**src/rtl/tick_counter_if.sv**
```systemverilog
// Control and status bundle between the ticks register block (master)
// and the tick counter (slave).
interface tick_counter_if #(
  parameter int PRESCALE_WIDTH = 16
);
  logic                      enable_ticks;
  logic                      reset_ticks;
  logic [PRESCALE_WIDTH-1:0] prescale;
  logic                      snap_hold;
  logic [63:0]               data_tick;
  logic                      tick_pulse;
  logic                      overflow;
  logic                      running;

  modport master (
    output enable_ticks, reset_ticks, prescale, snap_hold,
    input  data_tick, tick_pulse, overflow, running
  );

  modport slave (
    input  enable_ticks, reset_ticks, prescale, snap_hold,
    output data_tick, tick_pulse, overflow, running
  );
endinterface

```
**src/rtl/tick_counter.sv**
```systemverilog
// Free-running 64-bit tick counter with programmable prescaler, wrap or
// saturate on overflow, rising-edge clear and a snapshot hold on data_tick.
module tick_counter #(
  parameter int PRESCALE_WIDTH = 16,
  parameter int SATURATE       = 0
) (
  input  logic            clk,
  input  logic            reset,
  tick_counter_if.slave   bus
);

  logic [63:0]               count, count_nxt;
  logic [PRESCALE_WIDTH-1:0] pre_cnt, pre_nxt;
  logic [PRESCALE_WIDTH-1:0] eff;
  logic [63:0]               data_q, data_nxt;
  logic                      pulse_q, pulse_nxt;
  logic                      ovf_q, ovf_nxt;
  logic                      run_q;
  logic                      rst_d;
  logic                      clr;

  // Only the rising edge of reset_ticks clears; a held level clears once.
  assign clr = bus.reset_ticks & ~rst_d;
  assign eff = (bus.prescale == '0) ? PRESCALE_WIDTH'(1) : bus.prescale;

  // NOTE: every signal gets a default first so no path can infer a latch.
  always_comb begin
    count_nxt = count;
    pre_nxt   = pre_cnt;
    pulse_nxt = 1'b0;
    ovf_nxt   = ovf_q;
    data_nxt  = bus.snap_hold ? data_q : count;

    if (clr) begin
      count_nxt = '0;
      pre_nxt   = '0;
      ovf_nxt   = 1'b0;
      data_nxt  = '0;
    end else if (bus.enable_ticks) begin
      // >= rather than == so a prescale lowered below pre_cnt fires next cycle.
      if (pre_cnt >= eff - PRESCALE_WIDTH'(1)) begin
        pre_nxt = '0;
        if (count != '1) begin
          count_nxt = count + 64'd1;
          pulse_nxt = 1'b1;
        end else if (SATURATE == 0) begin
          count_nxt = '0;
          ovf_nxt   = 1'b1;
          pulse_nxt = 1'b1;
        end else begin
          ovf_nxt   = 1'b1;
        end
      end else begin
        pre_nxt = pre_cnt + PRESCALE_WIDTH'(1);
      end
    end
  end

  // NOTE: state registers use non-blocking assignment so all of them see
  // the pre-edge values of each other.
  always_ff @(posedge clk or negedge reset) begin
    if (!reset) begin
      count   <= '0;
      pre_cnt <= '0;
      data_q  <= '0;
      pulse_q <= 1'b0;
      ovf_q   <= 1'b0;
      run_q   <= 1'b0;
      rst_d   <= 1'b0;
    end else begin
      count   <= count_nxt;
      pre_cnt <= pre_nxt;
      data_q  <= data_nxt;
      pulse_q <= pulse_nxt;
      ovf_q   <= ovf_nxt;
      run_q   <= bus.enable_ticks;
      rst_d   <= bus.reset_ticks;
    end
  end

  assign bus.data_tick  = data_q;
  assign bus.tick_pulse = pulse_q;
  assign bus.overflow   = ovf_q;
  assign bus.running    = run_q;

endmodule

```
**src/flat_wrapper.sv**
```systemverilog
// flat-port wrapper written by rule: the top's interface ports become plain ports
module tick_counter_flat 
#(
  parameter int PRESCALE_WIDTH = 16,
  parameter int SATURATE       = 0
)
  (clk, reset, bus_enable_ticks, bus_reset_ticks, bus_prescale, bus_snap_hold, bus_data_tick, bus_tick_pulse, bus_overflow, bus_running);
  tick_counter_if #(.PRESCALE_WIDTH(PRESCALE_WIDTH)) bus_i ();
  input  logic clk;
  input  logic reset;
  input wire logic [$bits(bus_i.enable_ticks)-1:0] bus_enable_ticks;
  input wire logic [$bits(bus_i.reset_ticks)-1:0] bus_reset_ticks;
  input wire logic [$bits(bus_i.prescale)-1:0] bus_prescale;
  input wire logic [$bits(bus_i.snap_hold)-1:0] bus_snap_hold;
  output wire logic [$bits(bus_i.data_tick)-1:0] bus_data_tick;
  output wire logic [$bits(bus_i.tick_pulse)-1:0] bus_tick_pulse;
  output wire logic [$bits(bus_i.overflow)-1:0] bus_overflow;
  output wire logic [$bits(bus_i.running)-1:0] bus_running;
  assign bus_i.enable_ticks = bus_enable_ticks;
  assign bus_i.reset_ticks = bus_reset_ticks;
  assign bus_i.prescale = bus_prescale;
  assign bus_i.snap_hold = bus_snap_hold;
  assign bus_data_tick = bus_i.data_tick;
  assign bus_tick_pulse = bus_i.tick_pulse;
  assign bus_overflow = bus_i.overflow;
  assign bus_running = bus_i.running;
  tick_counter #(.PRESCALE_WIDTH(PRESCALE_WIDTH), .SATURATE(SATURATE)) u_core (.clk(clk), .reset(reset), .bus(bus_i));
endmodule
```
**config.mk**
```make
export PLATFORM = sky130hd
export DESIGN_NAME = tick_counter_flat
export DESIGN_NICKNAME = d
export VERILOG_FILES = /design/src/rtl/tick_counter_if.sv /design/src/rtl/tick_counter.sv /design/src/flat_wrapper.sv
export SDC_FILE = /design/constraint.sdc
export NUM_CORES = 1
export LEC_CHECK = 0
export CAP_MARGIN = 20
export CORE_ASPECT_RATIO = 2
export CORE_MARGIN = 4
export CORE_UTILIZATION = 40
export CTS_CLUSTER_DIAMETER = 50
export DETAILED_ROUTE_END_ITERATION = 12
export SLEW_MARGIN = 5
export SYNTH_ARGS = -nofsm -noshare
export SYNTH_HDL_FRONTEND = slang
export SYNTH_SLANG_ARGS = --single-unit
```
**constraint.sdc**
```tcl
create_clock -name clk -period 2.5 [get_ports clk]
set_input_delay 0.625 -clock clk [delete_from_list [all_inputs] [get_ports clk]]
set_output_delay 0.625 -clock clk [all_outputs]
set_load 0.005 [all_outputs]
```
==> impl_metrics.yaml <==
worst_hold_path:
  min_path_type: "in2async"
drt:
  dr.pass1.iters: 5
  initialDrtViolationCount: 496
  drcViolationCount: 0
  ant_nets: 0
  viasPerCell: 5.61
  via_count: 7496
  wl_per_cell_um: 18.6
  wl_mm: 24.9
status:
  violations: "negative setup slack"
  outcome: "finished with violations"
power_and_ir_drop:
  pwr-share-seq_pct: 44.3
  switching_share_pct: 24.4
  clkPwrFrac_pct: 48.1
  switching_power_mw: 1.33
  p_per_area_nw_per_um2: 471
  vdd_drop_max_uv: 417
  p_total_mw: 5.45
  power.internal_mw: 4.12
  power.leakage_nw: 5.25
  p_comb_share_pct: 7.6
global_route:
  use_met1_pct: 23.4
  grt_use_total_pct: 22.3
  grt_overflow: 0
  grt_max_degree: 47
  grt_most_used_layer: "met2"
  grt_pass1_vias: 7489
  antenna_found_initial: 0
  globalRouteMet3Util_pct: 3.85
  grt_use_met2_pct: 41.8
  grt_pass1_wl_mm: 39.3
final_layout:
  layout.cells.non_filler: 1336
  n_antenna_cell: 0
  nets: 1101
  drive_gt1_share_pct: 29.1
  areaGrowthSynthToFinish_pct: 44.1
sta:
  max_slew.worst_pin.slew_ns: 0.518
  hold_viol: 0
  rsz0062_at_grt: "true"
  period_minus_slack_ns: 4.24
  setup_viol: 82
  fin_skew_ns: 0.0132
  layout_setup_ws_ns: -1.74
  maxSlewViolCount: 0
  min_period_over_period_pct: 170
  max_slew_margin_pct: 65.2
  fmax_mhz: 236
worst_setup_path:
  arrival_ns: 4.58
  max_stage_delay_ns: 0.53
  crit_slowest_cell: "or4_4"
  cp_cell_sequence: "buf_6, or4_4, nor3_2, nand3b_1, nor4_1, nor2_1, ha_2, and2_4, nand2_4, nor3_4, xnor2_1, ha_1, nand2_2, nor4_4, nor4b_4, o31ai_4, buf_6, or4_4, xor2_1, nor2_1"
  critPathKind: "in2reg"
  crit_family: "simple AND/OR/NAND/NOR gates"
  required_ns: 2.84
  cp-end-kind: "flop"
  start_kind: "primary input"
  crit_fanout: 6
  cp_num_buf_inv: 2
synthesis:
  synth_edf_count: 0
  ys.flop_type: "dfrtp_1"
  synth_cells: 837
  yosysWarnings: 0
  synth_nets: 877
  avgSynthCellArea_um2: 9.59
  synth_area_leaders: "dfrtp_1 (46%), mux2i_1 (8.0%), nor2_1 (5.6%)"
  synthMuxAreaShare_pct: 8.12
  synth_fa_ha_area_share_pct: 2.96
  syn_area_um2: 8020
  synth_compound_gate_area_share_pct: 12.4
  yosys.area_share.simple_pct: 24.5
  ys_ff_latch: 148
  synth_top_family_by_area: "simple AND/OR/NAND/NOR gates"
  ys_seq_area_share_pct: 46.2
  yosys.area.top_type_share_pct: 46.2
  synth_xor_xnor_area_share_pct: 2.73
  synth_cell_types: 57
  yosysTopAreaCell: "dfrtp_1"
  synthArstFlopShare_pct: 100
placement:
  gp_congestion: 0.895
  placed_cells: 1277
  dp_hpwl_mm: 17.9
  port_buffers: 87
cts:
  cts_sinks: 148
  h-tree-depth: 4
  cts-buffers-inserted: 17
  hold_buffers: 0
  insertion_delay_ns: 0.43
  cts_tree: "built"
  root_buffer: "clkbuf_16"
  clk_pin_slew_worst_paths_ns: 0.06
  clk_path_buf_depth: 2
floorplan:
  rows: 73
  die_x_um: 108
  ios: 88
  dieArea_um2: 22500
  initial_utilization_pct: 40.5
  die_y_um: 208
  core-area_um2: 19800
flow_run:
  max_cap_violations: 0
layout by cell type (no fill, tap or decap), types with 9 or more instances in the layout:
cell type        instances
buf_4                  133
o211ai_1                19
a21oi_1                 28
o21ai_2                 10
and3_1                  18
o21ai_1                 30
mux2i_1                 64
xor2_1                  13
a31oi_1                 20
nand2b_1                10
or3_1                    9
buf_6                   24
nand3_1                 43
ha_1                    18
dfrtp_1                148
nor2_1                 114
clkdlybuf4s50_1         77
clkbuf_16               18
nand2_1                 46
o21ai_0                 14
nor3_1                  10
nand4_1                 30
xnor2_1                 10
per-layer routing:
layer,vias up,routed length (um)
met5,-,0
met4,0,863
met3,61,904
met2,227,14400
met1,3689,8750
li1,3519,-
power groups by stage:
stage | sequential (mW) | clock (mW) | combinational, mW
after detailed placement | 2.46 | 0 | 0.387
after CTS | 2.41 | 2.69 | 0.393
final | 2.41 | 2.62 | 0.412
after global placement | 2.46 | 0 | 0.383
after floorplan | 2.46 | 0 | 0.177
after global routing | 2.41 | 2.78 | 0.453
stage by stage:
stage / hold WS, ns / util (%) / area (um2) / setup TNS (ns) / setup slack (ns)
finish: 0.131 / 58.3 / 11600 / -132.38 / -1.74
detailed placement: 0.497 / 51.6 / 10200 / -199.37 / -2.61
global route: 0.154 / 58.3 / 11600 / -143.47 / -1.89
floorplan: 0.329 / - / 8150 / -138.44 / -1.78
CTS: 0.145 / 56.1 / 11100 / -130.25 / -1.76
global placement: 0.495 / 51.6 / 10200 / -192.62 / -2.51
timing repair:
item / in CTS / in global routing
cloned: 2 / 1
setup endpoints to repair: 82 / 82
setup buffers: 14 / 14
resized for setup: 69 / 99
pin swaps: 44 / 42
area by class of cell:
type,count,area [um2]
clock buffer,19,453
timing repair buffer,252,2310
clock inverter,13,149
inverter,7,26.3
multi-input combinational,635,4590
fill,1735,8260
sequential,148,3700
tap,262,328
final timing paths:
| kind | startpoint | to | slack [ns] | cells after the start |
|---|---|---|---|---|
| max in group asynchronous | reset | u_core.bus.data_tick[15]$_DFFE_PN0P_ | 1.59 | 2 |
| worst max register to register | u_core.count[0]$_DFFE_PN0P_ | u_core.count[52]$_DFFE_PN0P_ | -0.26 | 9 |
| worst min register to register | u_core.bus.data_tick[49]$_DFFE_PN0P_ | u_core.bus.data_tick[49]$_DFFE_PN0P_ | 0.52 | 2 |
| worst min-delay path | reset | u_core.bus.data_tick[40]$_DFFE_PN0P_ | 0.13 | 1 |
| min in group clk | u_core.bus.data_tick[49]$_DFFE_PN0P_ | u_core.bus.data_tick[49]$_DFFE_PN0P_ | 0.52 | 2 |
| worst max-delay path | bus_prescale[12] | u_core.count[10]$_DFFE_PN0P_ | -1.74 | 20 |
state kept, by name, indices dropped and copies added, names as in the netlist:
| name | flops |
|---|---|
| u_core.pre_cnt | 16 |
| u_core.bus.tick_pulse | 1 |
| u_core.bus.data_tick | 64 |
| u_core.bus.overflow | 1 |
| u_core.count | 64 |
| u_core.rst_d | 1 |
| u_core.bus.running | 1 |
worst reg2reg max path, cell delays in order (launching register included):
cell	delay (ns)
dfrtp_1	0.35
ha_1	0.29
nand4_2	0.26
nor4_2	0.40
nand4_1	0.24
nor4_2	0.45
buf_4	0.23
a31oi_1	0.05
o211ai_1	0.27
o31ai_4	0.11
synthesized netlist by cell type (all sizes together) (4+ instances only):
master,n
nor3,16
and2,4
clkbuf,24
nor4,20
and3,20
nand3,47
or3,13
buf,23
o21ai,54
a31oi,21
o41ai,5
mux2i,64
a21oi,35
o211ai,20
dfrtp,148
nand2b,10
ha,19
xnor2,12
nand2,59
nor2,123
or4,5
nand4,34
o31ai,14
inv,7
xor2,13
cells by family after synthesis:
kind of cell	count (synthesis)
multiplexers	65
adder cells (fa/ha/maj)	19
AO/OA/AOI/OAI	162
AND/OR/NAND/NOR	364
buffers and inverters	54
XOR/XNOR	25
flip-flops	148
(Power assumes the default switching activity.)
